File: config.mk
export PLATFORM = sky130hd
export DESIGN_NAME = muldiv_sequencer_flat
export DESIGN_NICKNAME = d
export VERILOG_FILES = /design/src/rtl/muldiv_sequencer_pkg.sv /design/src/rtl/muldiv_sequencer_if.sv /design/src/rtl/muldiv_sequencer_divider.sv /design/src/rtl/muldiv_sequencer.sv /design/src/flat_wrapper.sv
export SDC_FILE = /design/constraint.sdc
export NUM_CORES = 2
export LEC_CHECK = 0
export ABC_AREA = 1
export CAP_MARGIN = 20
export CORE_ASPECT_RATIO = 0.6
export CORE_MARGIN = 1
export CORE_UTILIZATION = 60
export CTS_CLUSTER_DIAMETER = 30
export DETAILED_ROUTE_END_ITERATION = 6
export PLACE_DENSITY = 0.9
export RECOVER_POWER = 100
export SYNTH_ARGS = -nofsm -noshare
export SYNTH_HDL_FRONTEND = slang
export SYNTH_SLANG_ARGS = --single-unit
File: constraint.sdc
create_clock -name clk -period 11.31 [get_ports clk]
set_input_delay 1.131 -clock clk [delete_from_list [all_inputs] [get_ports clk]]
set_output_delay 1.131 -clock clk [all_outputs]
set_load 0.05 [all_outputs]
File: src/rtl/muldiv_sequencer_pkg.sv
// Shared definitions for the HI/LO multiply/divide sequencer: op codes, FSM states,
// divide step count and small arithmetic helpers.
package muldiv_sequencer_pkg;

    typedef enum logic [1:0] {
        MD_OP_MULT  = 2'd0,
        MD_OP_MULTU = 2'd1,
        MD_OP_DIV   = 2'd2,
        MD_OP_DIVU  = 2'd3
    } md_op_e;

    typedef enum logic [2:0] {
        MD_IDLE = 3'd0,
        MD_MUL  = 3'd1,
        MD_DIV  = 3'd2,
        MD_FIX  = 3'd3,
        MD_DZ   = 3'd4
    } md_state_e;

    localparam int MD_DIV_STEPS = 32;

    // Two's-complement negate when neg is set; also serves as |v| with neg = v[31].
    function automatic logic [31:0] md_cneg(input logic [31:0] v, input logic neg);
        return neg ? (32'd0 - v) : v;
    endfunction

    // Low 64 bits of the product of sign- or zero-extended operands equal the true product.
    function automatic logic [63:0] md_mul(input logic [31:0] a, input logic [31:0] b,
                                           input logic is_signed);
        logic [63:0] ea;
        logic [63:0] eb;
        ea = {{32{is_signed & a[31]}}, a};
        eb = {{32{is_signed & b[31]}}, b};
        return ea * eb;
    endfunction

endpackage

File: src/rtl/muldiv_sequencer_if.sv
// EX-stage <-> mult/div sequencer bundle: issue, MTHI/MTLO/MFHI/MFLO and status.
interface muldiv_sequencer_if;
    logic        issue_valid;
    logic [1:0]  issue_op;
    logic [31:0] src_a;
    logic [31:0] src_b;
    logic        issue_ready;
    logic        wr_hi;
    logic        wr_lo;
    logic [31:0] wr_data;
    logic        rd_req;
    logic [31:0] hi;
    logic [31:0] lo;
    logic        busy;
    logic        done;
    logic        stall;

    modport master (
        output issue_valid, issue_op, src_a, src_b, wr_hi, wr_lo, wr_data, rd_req,
        input  issue_ready, hi, lo, busy, done, stall
    );

    modport slave (
        input  issue_valid, issue_op, src_a, src_b, wr_hi, wr_lo, wr_data, rd_req,
        output issue_ready, hi, lo, busy, done, stall
    );
endinterface

File: src/rtl/muldiv_sequencer_divider.sv
// Unsigned 32-step restoring divider: one quotient bit per clock after start.
// last_step_o is high in the cycle whose closing edge produces the final bit.
module muldiv_divider
    import muldiv_sequencer_pkg::*;
(
    input  logic        clk,
    input  logic        reset_n,
    input  logic        start_i,
    input  logic [31:0] dividend_i,
    input  logic [31:0] divisor_i,
    output logic [31:0] quotient_o,
    output logic [31:0] remainder_o,
    output logic        last_step_o
);

    logic        run_q, run_d;
    logic [4:0]  cnt_q, cnt_d;
    logic [31:0] quo_q, quo_d;
    logic [31:0] rem_q, rem_d;
    logic [31:0] dvs_q, dvs_d;
    logic [32:0] shifted;

    always_comb begin
        run_d   = run_q;
        cnt_d   = cnt_q;
        quo_d   = quo_q;
        rem_d   = rem_q;
        dvs_d   = dvs_q;
        shifted = {rem_q, quo_q[31]};
        if (start_i) begin
            quo_d = dividend_i;
            rem_d = 32'd0;
            dvs_d = divisor_i;
            cnt_d = 5'd0;
            run_d = 1'b1;
        end else if (run_q) begin
            // Partial remainder stays below the divisor, so the difference fits in 32 bits.
            if (shifted >= {1'b0, dvs_q}) begin
                rem_d = shifted[31:0] - dvs_q;
                quo_d = {quo_q[30:0], 1'b1};
            end else begin
                rem_d = shifted[31:0];
                quo_d = {quo_q[30:0], 1'b0};
            end
            cnt_d = cnt_q + 5'd1;
            if (last_step_o) begin
                run_d = 1'b0;
            end
        end
    end

    assign last_step_o = run_q && (cnt_q == 5'(MD_DIV_STEPS - 1));
    assign quotient_o  = quo_q;
    assign remainder_o = rem_q;

    always_ff @(posedge clk) begin
        if (!reset_n) begin
            run_q <= 1'b0;
            cnt_q <= 5'd0;
        end else begin
            run_q <= run_d;
            cnt_q <= cnt_d;
        end
    end

    always_ff @(posedge clk) begin
        quo_q <= quo_d;
        rem_q <= rem_d;
        dvs_q <= dvs_d;
    end

endmodule

File: src/rtl/muldiv_sequencer.sv
// HI/LO owner: sequences fixed-latency multiplies and 33-cycle divides, serves MTHI/MTLO,
// and stalls EX while an operation is in flight.
module muldiv_sequencer
    import muldiv_sequencer_pkg::*;
#(
    parameter int MULT_CYCLES = 4
) (
    input  logic                 clk,
    input  logic                 reset_n,
    muldiv_sequencer_if.slave    md
);

    localparam logic [3:0] MUL_LOAD = 4'(MULT_CYCLES - 1);

    md_state_e   state_q, state_d;
    logic [31:0] hi_q, hi_d;
    logic [31:0] lo_q, lo_d;
    logic        done_q, done_d;
    logic [3:0]  cnt_q, cnt_d;
    logic [63:0] prod_q, prod_d;
    logic [31:0] a_q, a_d;
    logic        qneg_q, qneg_d;
    logic        rneg_q, rneg_d;

    md_op_e      op;
    logic        busy;
    logic        issue_acc;
    logic        is_mul;
    logic        is_signed;
    logic        div_start;
    logic [31:0] div_a;
    logic [31:0] div_b;
    logic [31:0] quo;
    logic [31:0] rem;
    logic        last_step;

    assign op        = md_op_e'(md.issue_op);
    assign busy      = (state_q != MD_IDLE);
    assign issue_acc = md.issue_valid & ~busy;
    assign is_mul    = (op == MD_OP_MULT) || (op == MD_OP_MULTU);
    assign is_signed = (op == MD_OP_MULT) || (op == MD_OP_DIV);
    assign div_start = issue_acc & ~is_mul & (md.src_b != 32'd0);
    assign div_a     = is_signed ? md_cneg(md.src_a, md.src_a[31]) : md.src_a;
    assign div_b     = is_signed ? md_cneg(md.src_b, md.src_b[31]) : md.src_b;

    muldiv_divider u_div (
        .clk         (clk),
        .reset_n     (reset_n),
        .start_i     (div_start),
        .dividend_i  (div_a),
        .divisor_i   (div_b),
        .quotient_o  (quo),
        .remainder_o (rem),
        .last_step_o (last_step)
    );

    always_comb begin
        state_d = state_q;
        hi_d    = hi_q;
        lo_d    = lo_q;
        done_d  = 1'b0;
        cnt_d   = cnt_q;
        prod_d  = prod_q;
        a_d     = a_q;
        qneg_d  = qneg_q;
        rneg_d  = rneg_q;
        case (state_q)
            MD_IDLE: begin
                if (issue_acc) begin
                    // A same-cycle MTHI/MTLO is dropped: the issue owns HI/LO from here on.
                    a_d    = md.src_a;
                    qneg_d = is_signed & (md.src_a[31] ^ md.src_b[31]);
                    rneg_d = is_signed & md.src_a[31];
                    if (is_mul) begin
                        prod_d  = md_mul(md.src_a, md.src_b, is_signed);
                        cnt_d   = MUL_LOAD;
                        state_d = MD_MUL;
                    end else if (md.src_b == 32'd0) begin
                        state_d = MD_DZ;
                    end else begin
                        state_d = MD_DIV;
                    end
                end else begin
                    if (md.wr_hi) hi_d = md.wr_data;
                    if (md.wr_lo) lo_d = md.wr_data;
                end
            end
            MD_MUL: begin
                if (cnt_q == 4'd0) begin
                    {hi_d, lo_d} = prod_q;
                    done_d       = 1'b1;
                    state_d      = MD_IDLE;
                end else begin
                    cnt_d = cnt_q - 4'd1;
                end
            end
            MD_DIV: begin
                if (last_step) state_d = MD_FIX;
            end
            MD_FIX: begin
                lo_d    = md_cneg(quo, qneg_q);
                hi_d    = md_cneg(rem, rneg_q);
                done_d  = 1'b1;
                state_d = MD_IDLE;
            end
            MD_DZ: begin
                hi_d    = a_q;
                lo_d    = 32'hFFFF_FFFF;
                done_d  = 1'b1;
                state_d = MD_IDLE;
            end
            default: state_d = MD_IDLE;
        endcase
    end

    always_ff @(posedge clk) begin
        if (!reset_n) begin
            state_q <= MD_IDLE;
            hi_q    <= 32'd0;
            lo_q    <= 32'd0;
            done_q  <= 1'b0;
            cnt_q   <= 4'd0;
        end else begin
            state_q <= state_d;
            hi_q    <= hi_d;
            lo_q    <= lo_d;
            done_q  <= done_d;
            cnt_q   <= cnt_d;
        end
    end

    always_ff @(posedge clk) begin
        prod_q <= prod_d;
        a_q    <= a_d;
        qneg_q <= qneg_d;
        rneg_q <= rneg_d;
    end

    assign md.issue_ready = ~busy;
    assign md.busy        = busy;
    assign md.done        = done_q;
    assign md.hi          = hi_q;
    assign md.lo          = lo_q;
    assign md.stall       = busy & (md.issue_valid | md.rd_req | md.wr_hi | md.wr_lo);

endmodule

File: src/flat_wrapper.sv
// flat-port wrapper written by rule: the top's interface ports become plain ports
module muldiv_sequencer_flat import muldiv_sequencer_pkg::*;
#(
    parameter int MULT_CYCLES = 4
)
  (clk, reset_n, md_issue_valid, md_issue_op, md_src_a, md_src_b, md_wr_hi, md_wr_lo, md_wr_data, md_rd_req, md_issue_ready, md_hi, md_lo, md_busy, md_done, md_stall);
  muldiv_sequencer_if md_i ();
  input  logic clk;
  input  logic reset_n;
  input wire logic [$bits(md_i.issue_valid)-1:0] md_issue_valid;
  input wire logic [$bits(md_i.issue_op)-1:0] md_issue_op;
  input wire logic [$bits(md_i.src_a)-1:0] md_src_a;
  input wire logic [$bits(md_i.src_b)-1:0] md_src_b;
  input wire logic [$bits(md_i.wr_hi)-1:0] md_wr_hi;
  input wire logic [$bits(md_i.wr_lo)-1:0] md_wr_lo;
  input wire logic [$bits(md_i.wr_data)-1:0] md_wr_data;
  input wire logic [$bits(md_i.rd_req)-1:0] md_rd_req;
  output wire logic [$bits(md_i.issue_ready)-1:0] md_issue_ready;
  output wire logic [$bits(md_i.hi)-1:0] md_hi;
  output wire logic [$bits(md_i.lo)-1:0] md_lo;
  output wire logic [$bits(md_i.busy)-1:0] md_busy;
  output wire logic [$bits(md_i.done)-1:0] md_done;
  output wire logic [$bits(md_i.stall)-1:0] md_stall;
  assign md_i.issue_valid = md_issue_valid;
  assign md_i.issue_op = md_issue_op;
  assign md_i.src_a = md_src_a;
  assign md_i.src_b = md_src_b;
  assign md_i.wr_hi = md_wr_hi;
  assign md_i.wr_lo = md_wr_lo;
  assign md_i.wr_data = md_wr_data;
  assign md_i.rd_req = md_rd_req;
  assign md_issue_ready = md_i.issue_ready;
  assign md_hi = md_i.hi;
  assign md_lo = md_i.lo;
  assign md_busy = md_i.busy;
  assign md_done = md_i.done;
  assign md_stall = md_i.stall;
  muldiv_sequencer #(.MULT_CYCLES(MULT_CYCLES)) u_core (.clk(clk), .reset_n(reset_n), .md(md_i));
endmodule
; ---- After elaboration in Yosys (flattened, before gate mapping)
; Index checks and enable logic that the tools add are counted.
[op_classes]
bitwise_logic = 14
mul = 1
addsub = 7
order_cmp = 1
eq_ne = 15
n_reduce_logical = 20
n_mux = 33
[op_table]
columns = operator, count
row1 = 32-bit two-way mux, 15
row2 = 32-bit one-hot mux with 4 select lines, 2
row3 = "1-bit by 32-bit subtractor with 32-bit output, first input constant", 4
row4 = 33-bit by 33-bit multiplier with 64-bit output, 1
row5 = 33-bit by 32-bit >= comparator with 1-bit output, 1
row6 = 32-bit logical NOT, 1
row7 = 32-bit nonzero test, 1
row8 = 32-bit subtractor, 1
row9 = 3-bit two-way mux, 5
row10 = 4-bit two-way mux, 3
row11 = 4-bit AND reduction, 3
row12 = 3-bit one-hot mux with 3 select lines, 1
row13 = "2-bit by 1-bit inequality test with 1-bit output, second input constant", 4
row14 = "2-bit inequality test, second input constant", 4
row15 = 4-bit one-hot mux with 2 select lines, 1
row16 = 1-bit bitwise AND, 7
row17 = "3-bit by 2-bit equality test with 1-bit output, second input constant", 2
row18 = 3-bit AND reduction, 2
row19 = "5-bit by 1-bit adder with 5-bit output, second input constant", 1
row20 = "5-bit equality test, second input constant", 1
row21 = 1-bit two-way mux, 5
row22 = 4-bit logical NOT, 1
row23 = 2-bit nonzero test, 2
row24 = 4-bit nonzero test, 1
row25 = 16 further kinds, 22
[word_totals]
output_inout_bits = 68
wordCells = 105
register_bits = 272
input_bits = 104

; ---- Depth between registers and ports, before layout
[depth]
depth_word = 6
mapped_depth = 35
depth_no_buf = 33

; ---- Hierarchy
; From an unflattened synthesis, not the netlist that was laid out.
[hier_totals]
cells_unflattened = 7750
hier_area_um2 = 57968.1
[by_module_without_submodules]
columns = mod, seq_area_each_um2, area_each_um2, n_inst, cells_per_inst
row1 = muldiv_sequencer, 4384.2, 51252.9, 1, 6790
row2 = muldiv_divider, 2682.6, 6715.2, 1, 960

; ---- Worst setup path after synthesis
; No wires, ideal clock.
[synth_path]
path_kind = in2reg
startpoint = input port md_src_a[31]
endpoint = register u_core.prod_q[62] (data pin)
cell_stages = 26
path_slack_ns = 3.157
t_arrival_ns = 7.901
path_buffers = 2
t_required_ns = 11.058
setup_time_ns = 0.252
cell_sequence = clkbuf_1 > clkbuf_1 > nand2_1 > nor2_1 > inv_1 > fa_1 > fa_1 > inv_1 > fa_1 > inv_1 > fa_1 > fa_1 > fa_1 > inv_1 > fa_1 > inv_1 > fa_1 > inv_1 > ha_1 > inv_1 > nor3_1 > nand2_1 > nor4_1 > nand2_1 > nand3_1 > nand2_1
[synth_via]
elab_chain_cells = 2
[synth_lines]
columns = element, line
row1 = from (decl), flat_wrapper.sv:12  ; input wire logic [$bits(md_i.src_a)-1:0] md_src_a;
row2 = 1-bit bitwise AND, muldiv_sequencer_pkg.sv:32  ; ea = {{32{is_signed & a[31]}}, a};
row3 = 33-bit by 33-bit multiplier with 64-bit output *, muldiv_sequencer_pkg.sv:34  ; return ea * eb;
row4 = to (signal assigned), muldiv_sequencer.sv:133  ; prod_q <= prod_d;
row5 = to (decl), muldiv_sequencer.sv:20  ; logic [63:0] prod_q, prod_d;
; Every way passes the cells marked *; elsewhere a longest branch is shown, timed or not.
; A chain may end at the register's enable or synchronous reset.

; ---- Final worst setup path
[layout_path]
startpoint = input port md_src_a[8]
endpoint = register u_core.prod_q[26] (data pin)
[layout_via]
elab_chain_cells = 1
[layout_lines]
columns = element, line
row1 = 33-bit by 33-bit multiplier with 64-bit output, muldiv_sequencer_pkg.sv:34
; No other way between the ends.

==> results.md <==
Yosys:
- In the synthesized netlist the dominant register cell turns out to be sky130_fd_sc_hd__edfxtp_1.
- The net count after synthesis is 9,047.
- For this run, asynchronously set or reset flops after synthesis account for 0.
- During synthesis, Yosys emitted a total of 0 warnings.
- The number of instances in the synthesized netlist is 7,564.
- Of the synthesized area, sequential elements account for 0.1223.
- The count of cell types in the netlist is 58.
- By area the synthesized netlist is led by sky130_fd_sc_hd__fa_1 (39%), sky130_fd_sc_hd__nand2_1 (13%), sky130_fd_sc_hd__inv_1 (13%), sky130_fd_sc_hd__edfxtp_1 (8.4%), sky130_fd_sc_hd__ha_1 (5.5%).
- The post-synthesis sequential element count is 272.
- Counting instances in the post-synthesis netlist gives the leading cell types as sky130_fd_sc_hd__nand2_1 (2,013), sky130_fd_sc_hd__inv_1 (1,954), sky130_fd_sc_hd__fa_1 (1,126).
- The most numerous cell in the Yosys netlist is sky130_fd_sc_hd__nand2_1.
- Of the post-synthesis cell area, the dominant cell type holds 0.3902.
- Averaged over all synthesized cells, the footprint is 7.638 um^2.
- The count of flip-flops with a built-in enable after synthesis is 162.
- The largest area contributor in the synthesized netlist is sky130_fd_sc_hd__fa_1.
- In this run the cell area of the synthesized design comes to 57,770 um^2.

Global routing:
- The total track usage is 0.4674.
- The via count of the first global-routing pass is 53,098.
- The number of antenna violations at the first check in global routing is 15.
- The global-route wire length before repair is 333.5 mm.
- Summed over all layers, the global routing overflow is 0.
- The pin count of the biggest net entering global routing is 72.

STA:
- The total count of max-transition violations in the final report was 837.
- The clock arrives with 0.04708 ns of skew.
- At the pin with the least slew margin, the transition time is 4.551 ns.
- In the finished design, the share of the clock period the worst path needs comes to 0.9550.
- Based on the critical path, the design can be clocked at up to 92.59 MHz.
- The sum of negative setup slack is 0 ns.
- Once routing completed, OpenROAD measured the worst setup slack at 0.5094 ns.
- The relative max-transition margin is -2.034.
- Setup violations remaining at the end of the flow were counted as 0.
- Setup repair after global routing left no endpoint under its margin.
- Counting I/O delays and the setup requirement, the final critical path takes 10.80 ns.
- The number of hold-slack violations in the final timing report is 0.

CTS:
- The H-tree depth is 2.
- The clock insertion delay at the later pin of the skew report is 0.62 ns.
- Post-CTS repair changed the size of 0 cells.
- The number of buffers added to fix hold violations after cts is 0.
- The longest clock path from root to sink contains 3 buffers.
- The TritonCTS clock tree is done.
- The setup fix buffers added after clock tree synthesis is 0.
- Clock tree synthesis found a total of 272 sinks.
- Buffers inserted during clock tree synthesis total 45.
- The tree is rooted in a sky130_fd_sc_hd__clkbuf_16.
- The clock input transition at the sequential cells of the worst setup and hold paths is 0.06 ns.

Route:
- The mean number of vias per cell is 5.873.
- For this block, the via count after detailed routing is 52,072.
- The length of the first detailed-routing pass in iterations is 7.
- Once detail routing completed, the nets flagged for antenna violations numbered 0.
- The routed wirelength normalized by instance count is 25.24 um.
- The wire length reported by the detailed router is 223.8 mm.
- The first-iteration detailed-routing DRC count is 7,490.
- The final routed DRC violation total is 40.

Critical path:
- The class of the most critical setup path is input pin to flop.
- The standard cell with the maximum stage delay on the critical path is sky130_fd_sc_hd__clkbuf_1.
- The critical path crosses 20 cells after its start point.
- The worst flop-to-flop path endpoint is u_core.u_div.remainder_o[1].
- The worst path buffer plus inverter count is 3.
- The cell that appears most often on the critical path is sky130_fd_sc_hd__fa_1.
- Of all nets on the critical path, the largest fanout is 28.
- The startpoint identified for the worst register-to-register timing path is u_core.state_q[1].
- The startpoint class of the critical path is an input pin.
- On the worst path, the slowest cell contributes a delay of 1.61 ns.
- Data on the critical path is required at its endpoint by 11.58 ns.
- Data on the critical path arrives at its endpoint at 11.07 ns.
- The end point of the critical path is u_core.prod_q[26].
- The reg-to-reg setup timing slack is 3.86 ns.
- Traced cell by cell, the critical path runs through clkbuf_1, clkbuf_1, nand2_1, fa_1, fa_1, fa_1, inv_1, fa_1, ha_1, ha_1, fa_1, fa_1, ha_1, nand2_1, o21ai_0, nand2_1, nand2_1, nand2_1, nand3_1, xor2_1.
- The most critical setup path has its startpoint at md_src_a[8].
- The number of cells on the worst reg-to-reg path is 11.
- The kind of cell with the highest combined delay along the critical path is adder cells.
- The worst setup path is captured at a flop.

Worst hold path:
- The path class of the tightest hold or removal check is flop to flop.

Die:
- In this run the count of I/O pins placed on the die edge is 172.
- The die outline height is 242.4 um.
- The initial cell density of the core is 0.6101.
- The floorplan step defined a die boundary enclosing 97,580 um^2.
- The number of core rows is 87.
- The area of the core is 94,700 um^2.
- The floorplan step set the die width to 402.6 um.

Cells and area:
- The net count of the finished layout is 9,060.
- The filler cells instantiated in the layout total 7,821.
- The fraction of layout cells with a size suffix above 1 is 0.03665.
- The final cell utilization of the core is 0.6537.
- The signed area change from the synthesized netlist to the final layout is 7.158%.

Status:
- The run finished, with violations left.
- The checks that failed: DRC, capacitance limit, slew limit.

Place:
- The weighted congestion reported at the end of routability-driven placement is 1.067.
- The sum of net half-perimeters after detailed placement is 185.3 mm.
- The number of buffers inserted by port buffering is 171.
- The post-place setup slack is 0.9816 ns.

Run:
- The max-cap violation count is 29.
worst register-to-register path, delay by kind of cell (launching register included):
family	cells	cell delay, ns
flip-flops	1	0.36
buffers and inverters	3	3.03
AND/OR/NAND/NOR	8	3.91
state kept, by name, indices dropped and copies added (netlist names), 4 cells and up:
register,count
u_core.u_div.dvs_q,32
u_core.u_div.quotient_o,32
u_core.u_div.cnt_q,5
u_core.a_q,32
u_core.prod_q,64
u_core.u_div.remainder_o,32
u_core.md.hi,32
u_core.md.lo,32
u_core.cnt_q,4
layout make-up:
type	instances	area (um^2)	area share
Multi-Input combinational cell	4976	41610	0.6721
Sequential cell	272	7067	0.1141
Clock inverter	33	389.1	0.006285
Tap cell	1246	1559	0.02518
Antenna cell	7	17.52	0.0002829
Inverter	1970	7397	0.1195
Clock buffer	50	1165	0.01882
Timing Repair Buffer	312	2704	0.04367
per-layer routing:
| metal | track usage | vias up | part of all wire |
|---|---|---|---|
| met2 | 0.6013 | 4163 | 0.37 |
| met3 | 0.2151 | 722 | 0.18 |
| met4 | 0.1760 | 16 | 0.048 |
| li1 | - | 22029 | - |
| met5 | 0.004386 | - | 0.0017 |
| met1 | 0.6771 | 25142 | 0.39 |
how the worst min path moves through the flow:
stage	cells past startpoint	slack (ns)	end	start
floorplan	2	0.45	u_core.u_div.cnt_q[4]	u_core.u_div.cnt_q[4]
global placement	2	0.45	u_core.u_div.cnt_q[4]	u_core.u_div.cnt_q[4]
detailed placement	2	0.46	u_core.u_div.cnt_q[4]	u_core.u_div.cnt_q[4]
CTS	2	0.47	u_core.u_div.cnt_q[4]	u_core.u_div.cnt_q[4]
global route	2	0.51	u_core.u_div.remainder_o[0]	u_core.u_div.remainder_o[0]
finish	2	0.47	u_core.u_div.cnt_q[4]	u_core.u_div.cnt_q[4]
cells in the final DEF, fill, tap and decap left out, types with 6 or more instances in the layout:
master / instances
sky130_fd_sc_hd__a21oi_1: 173
sky130_fd_sc_hd__dfxtp_1: 110
sky130_fd_sc_hd__inv_6: 13
sky130_fd_sc_hd__ha_1: 253
sky130_fd_sc_hd__xnor2_1: 41
sky130_fd_sc_hd__nor4_1: 8
sky130_fd_sc_hd__nand3_1: 371
sky130_fd_sc_hd__o21ai_0: 138
sky130_fd_sc_hd__nor2_4: 6
sky130_fd_sc_hd__nor2_1: 498
sky130_fd_sc_hd__nand2_2: 9
sky130_fd_sc_hd__o21bai_1: 15
sky130_fd_sc_hd__and2_1: 8
sky130_fd_sc_hd__clkdlybuf4s50_1: 71
sky130_fd_sc_hd__buf_4: 117
sky130_fd_sc_hd__clkbuf_1: 32
sky130_fd_sc_hd__edfxtp_1: 162
sky130_fd_sc_hd__inv_2: 11
sky130_fd_sc_hd__a22o_1: 12
sky130_fd_sc_hd__a31oi_1: 16
sky130_fd_sc_hd__nand3b_1: 16
sky130_fd_sc_hd__diode_2: 7
sky130_fd_sc_hd__o211ai_1: 19
sky130_fd_sc_hd__xor2_1: 83
sky130_fd_sc_hd__nand2_1: 2015
sky130_fd_sc_hd__clkbuf_16: 45
sky130_fd_sc_hd__nor3_1: 31
sky130_fd_sc_hd__dlygate4sd3_1: 83
sky130_fd_sc_hd__inv_1: 1958
sky130_fd_sc_hd__or2_2: 7
sky130_fd_sc_hd__fa_1: 1126
sky130_fd_sc_hd__nand4_1: 61
sky130_fd_sc_hd__nor2_2: 13
logic make-up after synthesis:
logic type	synth area share
and+or+nand+nor	0.2186
adders and majority gates	0.4450
xor gates and xnor gates	0.01880
buffers and inverters	0.1553
AOI/OAI and AO/OA	0.04004
DFF	0.1223
per-stage QoR:
step	cells	area [um^2]	hold slack (ns)
after floorplan	7564	57770	0.4451
after global placement	8773	60490	0.4526
after detailed placement	8774	60510	0.4593
after CTS	8857	62060	0.4690
after global routing	8861	61900	0.5082
final	8866	61910	0.4736
Power is left out: the tool's default activity adds up to more than one toggle a clock period on the data nets, which glitch-free logic cannot reach.
